$ cat config.mk
export PLATFORM = sky130hd
export DESIGN_NAME = traffic_phase_scheduler
export DESIGN_NICKNAME = d
export VERILOG_FILES = /design/src/rtl/traffic_pkg.sv /design/src/rtl/traffic_phase_scheduler_rr_pick.sv /design/src/rtl/traffic_phase_scheduler.sv
export SDC_FILE = /design/constraint.sdc
export NUM_CORES = 1
export LEC_CHECK = 0
export BUFFER_PORTS_ARGS = -buffer_cell sky130_fd_sc_hd__buf_4
export CAP_MARGIN = 20
export CORE_MARGIN = 3
export CORE_UTILIZATION = 53
export CTS_BUF_LIST = sky130_fd_sc_hd__clkbuf_4 sky130_fd_sc_hd__clkbuf_8
export CTS_CLUSTER_SIZE = 16
export DETAILED_ROUTE_END_ITERATION = 8
export PLACE_DENSITY = 0.72
export SLEW_MARGIN = 20
export SYNTH_ARGS = -nofsm -noshare
export SYNTH_HDL_FRONTEND = slang
export SYNTH_SLANG_ARGS = --single-unit
$ cat constraint.sdc
create_clock -name clkin -period 5.8 [get_ports clkin]
set_input_delay 1.45 -clock clkin [delete_from_list [all_inputs] [get_ports clkin]]
set_output_delay 1.45 -clock clkin [all_outputs]
set_load 0.05 [all_outputs]
$ cat src/rtl/traffic_pkg.sv
// Shared types and constants for the traffic phase scheduler.
// Lamp vectors are bit i = approach i.
package traffic_pkg;

  localparam int NUM_APPROACH = 4;

  typedef logic [1:0] appr_t;

  typedef enum logic [1:0] {
    ALL_RED = 2'd0,
    GREEN   = 2'd1,
    YELLOW  = 2'd2
  } state_t;

  localparam logic [3:0] ALL_RED_LAMPS = 4'b1111;

  function automatic logic [3:0] onehot(appr_t a);
    return 4'b0001 << a;
  endfunction

endpackage

$ cat src/rtl/traffic_phase_scheduler_rr_pick.sv
// Round-robin pick: first pending approach after cur,
// wrapping back to cur itself as the last candidate.
module rr_pick
  import traffic_pkg::*;
(
  input  logic [3:0] pending,
  input  appr_t      cur,
  output appr_t      grant,
  output logic       valid
);

  appr_t idx;

  // Scan cur+4 down to cur+1 so the nearest successor wins last.
  always_comb begin
    grant = '0;
    valid = 1'b0;
    idx   = '0;
    for (int k = NUM_APPROACH; k >= 1; k--) begin
      idx = cur + 2'(k);
      if (pending[idx]) begin
        grant = idx;
        valid = 1'b1;
      end
    end
  end

endmodule

$ cat src/rtl/traffic_phase_scheduler.sv
// Demand-actuated 4-approach phase scheduler (ALL_RED/GREEN/YELLOW).
// Optional emergency preemption under macro TRAFFIC_PREEMPT_EN.
module traffic_phase_scheduler
  import traffic_pkg::*;
#(
  parameter int G_MIN = 5,
  parameter int G_MAX = 15,
  parameter int Y_T   = 3,
  parameter int RED_T = 1,
  parameter int TW    = 4
) (
  input  logic       clkin,
  input  logic       rst,
  input  logic       tick,
  input  logic [3:0] req,
`ifdef TRAFFIC_PREEMPT_EN
  input  logic [3:0] preempt,
  output logic       preempt_active,
`endif
  output logic [3:0] R,
  output logic [3:0] Y,
  output logic [3:0] G,
  output logic [1:0] cur,
  output logic [3:0] phase_cnt
);

  localparam logic [TW-1:0] RED_L  = TW'(RED_T - 1);
  localparam logic [TW-1:0] GMIN_L = TW'(G_MIN - 1);
  localparam logic [TW-1:0] GMAX_L = TW'(G_MAX - 1);
  localparam logic [TW-1:0] Y_L    = TW'(Y_T - 1);
  localparam logic [TW-1:0] T_SAT  = '1;

  state_t        st_q, st_n;
  appr_t         cur_n;
  logic [TW-1:0] tmr_q, tmr_n;
  logic [3:0]    pend_q, pend_n, pend_eff;
  logic [3:0]    cur_oh, gmask;
  appr_t         pk_idx, gnt_i;
  logic          pk_vld, gnt_v;
  logic          others, go_y;
  logic [3:0]    r_n, y_n, g_n, cnt_n;
  logic [TW+3:0] t_ext;

  assign cur_oh   = onehot(cur);
  assign gmask    = (st_q == GREEN) ? cur_oh : 4'b0000;
  assign pend_eff = pend_q | (req & ~gmask);
  assign others   = |(pend_eff & ~cur_oh);

  rr_pick u_pick (
    .pending (pend_eff),
    .cur     (cur),
    .grant   (pk_idx),
    .valid   (pk_vld)
  );

`ifdef TRAFFIC_PREEMPT_EN
  logic  pre_any;
  appr_t pre_tgt;

  assign pre_any = |preempt;

  // Lowest-index emergency request is the target.
  always_comb begin
    pre_tgt = '0;
    for (int i = NUM_APPROACH - 1; i >= 0; i--) begin
      if (preempt[i]) pre_tgt = 2'(i);
    end
  end
`endif

  // Next state, owner, timer and pending requests.
  always_comb begin
    st_n   = st_q;
    cur_n  = cur;
    tmr_n  = tmr_q;
    pend_n = pend_eff;
    go_y   = 1'b0;
`ifdef TRAFFIC_PREEMPT_EN
    gnt_v  = pre_any | pk_vld;
    gnt_i  = pre_any ? pre_tgt : pk_idx;
`else
    gnt_v  = pk_vld;
    gnt_i  = pk_idx;
`endif
    if (tick) begin
      unique case (st_q)
        ALL_RED: begin
          if (tmr_q >= RED_L) begin
            if (gnt_v) begin
              st_n   = GREEN;
              cur_n  = gnt_i;
              tmr_n  = '0;
              pend_n = pend_eff & ~onehot(gnt_i);
            end
          end else begin
            tmr_n = tmr_q + 1'b1;
          end
        end
        GREEN: begin
          go_y = others &&
                 ((tmr_q >= GMAX_L) ||
                  ((tmr_q >= GMIN_L) && !req[cur]));
`ifdef TRAFFIC_PREEMPT_EN
          if (pre_any) go_y = (pre_tgt != cur);
`endif
          if (go_y) begin
            st_n  = YELLOW;
            tmr_n = '0;
          end else if (tmr_q != T_SAT) begin
            tmr_n = tmr_q + 1'b1;
          end
        end
        YELLOW: begin
          if (tmr_q >= Y_L) begin
            st_n  = ALL_RED;
            tmr_n = '0;
          end else begin
            tmr_n = tmr_q + 1'b1;
          end
        end
        default: begin
          st_n  = ALL_RED;
          tmr_n = '0;
        end
      endcase
    end
  end

  // Lamp and counter values for the next cycle.
  always_comb begin
    r_n   = ALL_RED_LAMPS;
    y_n   = 4'b0000;
    g_n   = 4'b0000;
    t_ext = {4'b0000, tmr_n};
    cnt_n = (t_ext > (TW + 4)'(15)) ? 4'hf : t_ext[3:0];
    unique case (st_n)
      GREEN: begin
        g_n = onehot(cur_n);
        r_n = ~onehot(cur_n);
      end
      YELLOW: begin
        y_n = onehot(cur_n);
        r_n = ~onehot(cur_n);
      end
      default: begin
        r_n = ALL_RED_LAMPS;
      end
    endcase
  end

  // State register with registered lamp outputs.
  always_ff @(posedge clkin) begin
    if (rst) begin
      st_q      <= ALL_RED;
      cur       <= 2'd3;
      tmr_q     <= '0;
      pend_q    <= 4'b0000;
      R         <= ALL_RED_LAMPS;
      Y         <= 4'b0000;
      G         <= 4'b0000;
      phase_cnt <= 4'b0000;
    end else begin
      st_q      <= st_n;
      cur       <= cur_n;
      tmr_q     <= tmr_n;
      pend_q    <= pend_n;
      R         <= r_n;
      Y         <= y_n;
      G         <= g_n;
      phase_cnt <= cnt_n;
    end
  end

`ifdef TRAFFIC_PREEMPT_EN
  // Registered emergency indicator.
  always_ff @(posedge clkin) begin
    if (rst) preempt_active <= 1'b0;
    else     preempt_active <= pre_any;
  end
`endif

endmodule

==> results_dict.tcl <==
set metrics [dict create \
    status "finished, final reports clean" \
    cts_resized 0 \
    cp-end-kind "register" \
    grt_overflow 0 \
    cap_violations 0 \
    crit_required_ps 5990 \
    synth-async-reset-ratio 0 \
    post_cts_buffers 0 \
    hold_violations 0 \
    swShare 0.401 \
    cts_tree "yes" \
    p_seq_frac 0.356 \
    cts-root-buf "clkbuf_4" \
    fin_nets 231 \
    slew_viol_final 0 \
    synth_nets 209 \
    vdd_ir_drop_max_v 0.000175 \
    io_pins 25 \
    synth-seq-area-share 0.278 \
    power_frac_comb 0.428 \
    drive_gt1_frac 0.232 \
    ys_warn_count 0 \
    grt_max_degree 26 \
    fp.dieArea_mm2 0.00398 \
    placed_cell_area_mm2 0.00190 \
    period_share 0.706 \
    final_util 0.635 \
    yosys.area.top_type_share 0.278 \
    crit_end "R[1]" \
    relSlewSlack 0.378 \
    die_h_um 63.1 \
    grt_antenna_before_repair 0 \
    fmax_mhz 244 \
    drt-total-wl_um 4700 \
    power.density_mw_per_mm2 285 \
    setup_violations 0 \
    stdcell_area_mm2 0.00195 \
    initial_core_util 0.561 \
    ys.flop_type "dfxtp_1" \
    crit_arrival_ps 4280 \
    crit_path_start_kind "input pin" \
    clock_sinks 24 \
    numPortBuffers 24 \
    area_growth_pct 13.1 \
    synth_top_cell_by_area "dfxtp_1" \
    p_clk_frac 0.216 \
    timing.hold.ws_ps 559 \
    synth_edf_count 0 \
    cp_max_fo 7 \
    htree_levels 1 \
    hp-class "reg -> reg" \
    place_ws_ps 1400 \
    setup_tns_ps 0 \
    total_power_mw 0.557 \
    power.switching_mw 0.223 \
    netlist_area_mm2 0.00173 \
    rows 20 \
    avgRoutedWirePerCell_um 18.4 \
    numCtsBuffers 3 \
    clkTransAtPathRegs_ps 130 \
    viasPerCell 6.55 \
    leakage_nw 0.755 \
    clock_skew_ps 10.3 \
    fillers 284 \
    grt_pass1_vias 1690 \
    die_w_um 63.1 \
    dpl.hpwl_um 3470 \
    drc 0 \
    path_class "in -> reg" \
    power.internal_mw 0.334 \
    synth_cells 190 \
    worst-slew-pin-transition_ps 924 \
    setup_ws_ps 1710 \
    r2r_end "R[1]" \
    finalNonFillerCells 255 \
    grt_pass1_wl_um 7970 \
    cp-startpoint "req[1]" \
    hold_buffers 0 \
    dr.pass1.iters 4 \
    hp-start "tmr_q[3]" \
    rsz0062_at_grt "no" \
    core-area_mm2 0.00308 \
    clockBufferDepth 2 \
    ys_types 64 \
    multi_input_area_mm2 0.00113 \
    ys_seq_elements 24 \
    first_iter_violations 262 \
    gp_congestion 0.933 \
    antennaDiodeCount 0 \
    ant_nets 0 \
    via_count 1670 \
    yosys-top-cells-area "dfxtp_1 28%, ha_1 8.7%, a31oi_1 2.5%, o32ai_1 2.5%, inv_1 2.4%" \
    reg2reg_setup_slack_ps 1710 \
    final-seq-area_um2 480 \
    dp_cells 251 \
    reg2reg_depth 11 \
    synth.avg_cell_area_um2 9.09 \
    grt_usage 0.245 \
    min_period_ps 4090 \
    clk_latency_ps 320 \
    rr_startpoint "cur[1]" \
]
[worst max-delay path: stages]
cell and delay (ps):
buf_4 120, a21boi_2 190, nor4_1 800, a31oi_1 200, o32ai_1 520, ha_1 360
nor2_1 270, nand2_1 120, nor3_1 190, a31oi_1 60
[worst min path at each step]
stage                      endpoint  cells past startpoint
after global placement     tmr_q[3]                      2
after global routing       tmr_q[3]                      2
after detailed placement   tmr_q[3]                      2
after floorplan           pend_q[2]                      2
after CTS                  tmr_q[3]                      2
final                      tmr_q[3]                      2
[registers in the layout, indices dropped and copies added, names as in the netlist]
signal	count
G	4
R	4
Y	4
pend_q	4
tmr_q	4
cur	2
st_q	2
[cell usage after synthesis, types with 2 or more instances]
library cell / instances
o21bai_1: 3
a311oi_1: 2
nor2_1: 7
a32o_1: 4
nor2b_1: 5
o22ai_1: 2
dfxtp_1: 24
a32oi_1: 3
a21oi_1: 8
o21ai_0: 7
a211oi_1: 2
a21o_1: 2
nand3_1: 3
buf_6: 3
o31ai_1: 2
nor3_1: 6
nor3b_1: 3
inv_1: 11
a21boi_0: 2
a31oi_1: 7
nor4_1: 5
nand4b_1: 2
ha_1: 12
o221a_2: 2
nand2_1: 8
o32ai_1: 5
a2bb2oi_1: 2
nand4_1: 2
clkinv_1: 2
nand3b_1: 2
and2_1: 5
or3_1: 2
o211ai_1: 3
a21boi_2: 2
[cells in the final DEF (no fill, tap or decap), types with 3 or more instances in the layout]
| cell | n |
|---|---|
| a21oi_1 | 8 |
| a31oi_1 | 7 |
| a32o_1 | 4 |
| a32oi_1 | 3 |
| and2_1 | 5 |
| buf_4 | 25 |
| clkbuf_4 | 3 |
| dfxtp_1 | 24 |
| ha_1 | 12 |
| inv_1 | 11 |
| nand2_1 | 8 |
| nand3_1 | 3 |
| nor2_1 | 7 |
| nor2b_1 | 5 |
| nor3_1 | 6 |
| nor3b_1 | 3 |
| nor4_1 | 5 |
| o211ai_1 | 3 |
| o21ai_0 | 7 |
| o21bai_1 | 3 |
| o32ai_1 | 5 |
[power groups by stage]
stage / clock network, mW / logic (mW) / registers (mW)
after floorplan: 0 / 0.164 / 0.223
after detailed placement: 0 / 0.235 / 0.201
final: 0.120 / 0.239 / 0.198
after global routing: 0.130 / 0.257 / 0.200
after CTS: 0.123 / 0.236 / 0.197
after global placement: 0 / 0.231 / 0.201
[logic make-up after synthesis]
logic type	after synthesis	share of synthesized area
simple gates	61	0.219
fa+ha+maj	12	0.0869
buf+inv	21	0.0681
mux	1	0.0130
compound gates	71	0.335
flops	24	0.278
[final cells by class]
class / count / area share
repair buffers: 25 / 0.0960
multi-input cells: 145 / 0.578
clock inverters: 1 / 0.0154
well taps: 44 / 0.0282
clock buffers: 3 / 0.0115
inverters: 13 / 0.0250
flip-flops and latches: 24 / 0.246
[layer usage]
layer | global-route usage | wire, µm | up-vias | part of all wire
li1 | - | - | 795 | -
met4 | 0.0771 | 60 | 0 | 0.013
met1 | 0.303 | 2000 | 819 | 0.42
met2 | 0.439 | 2410 | 49 | 0.51
met5 | 0 | 0 | - | 0
met3 | 0.0321 | 236 | 7 | 0.050
(Power assumes the default switching activity.)
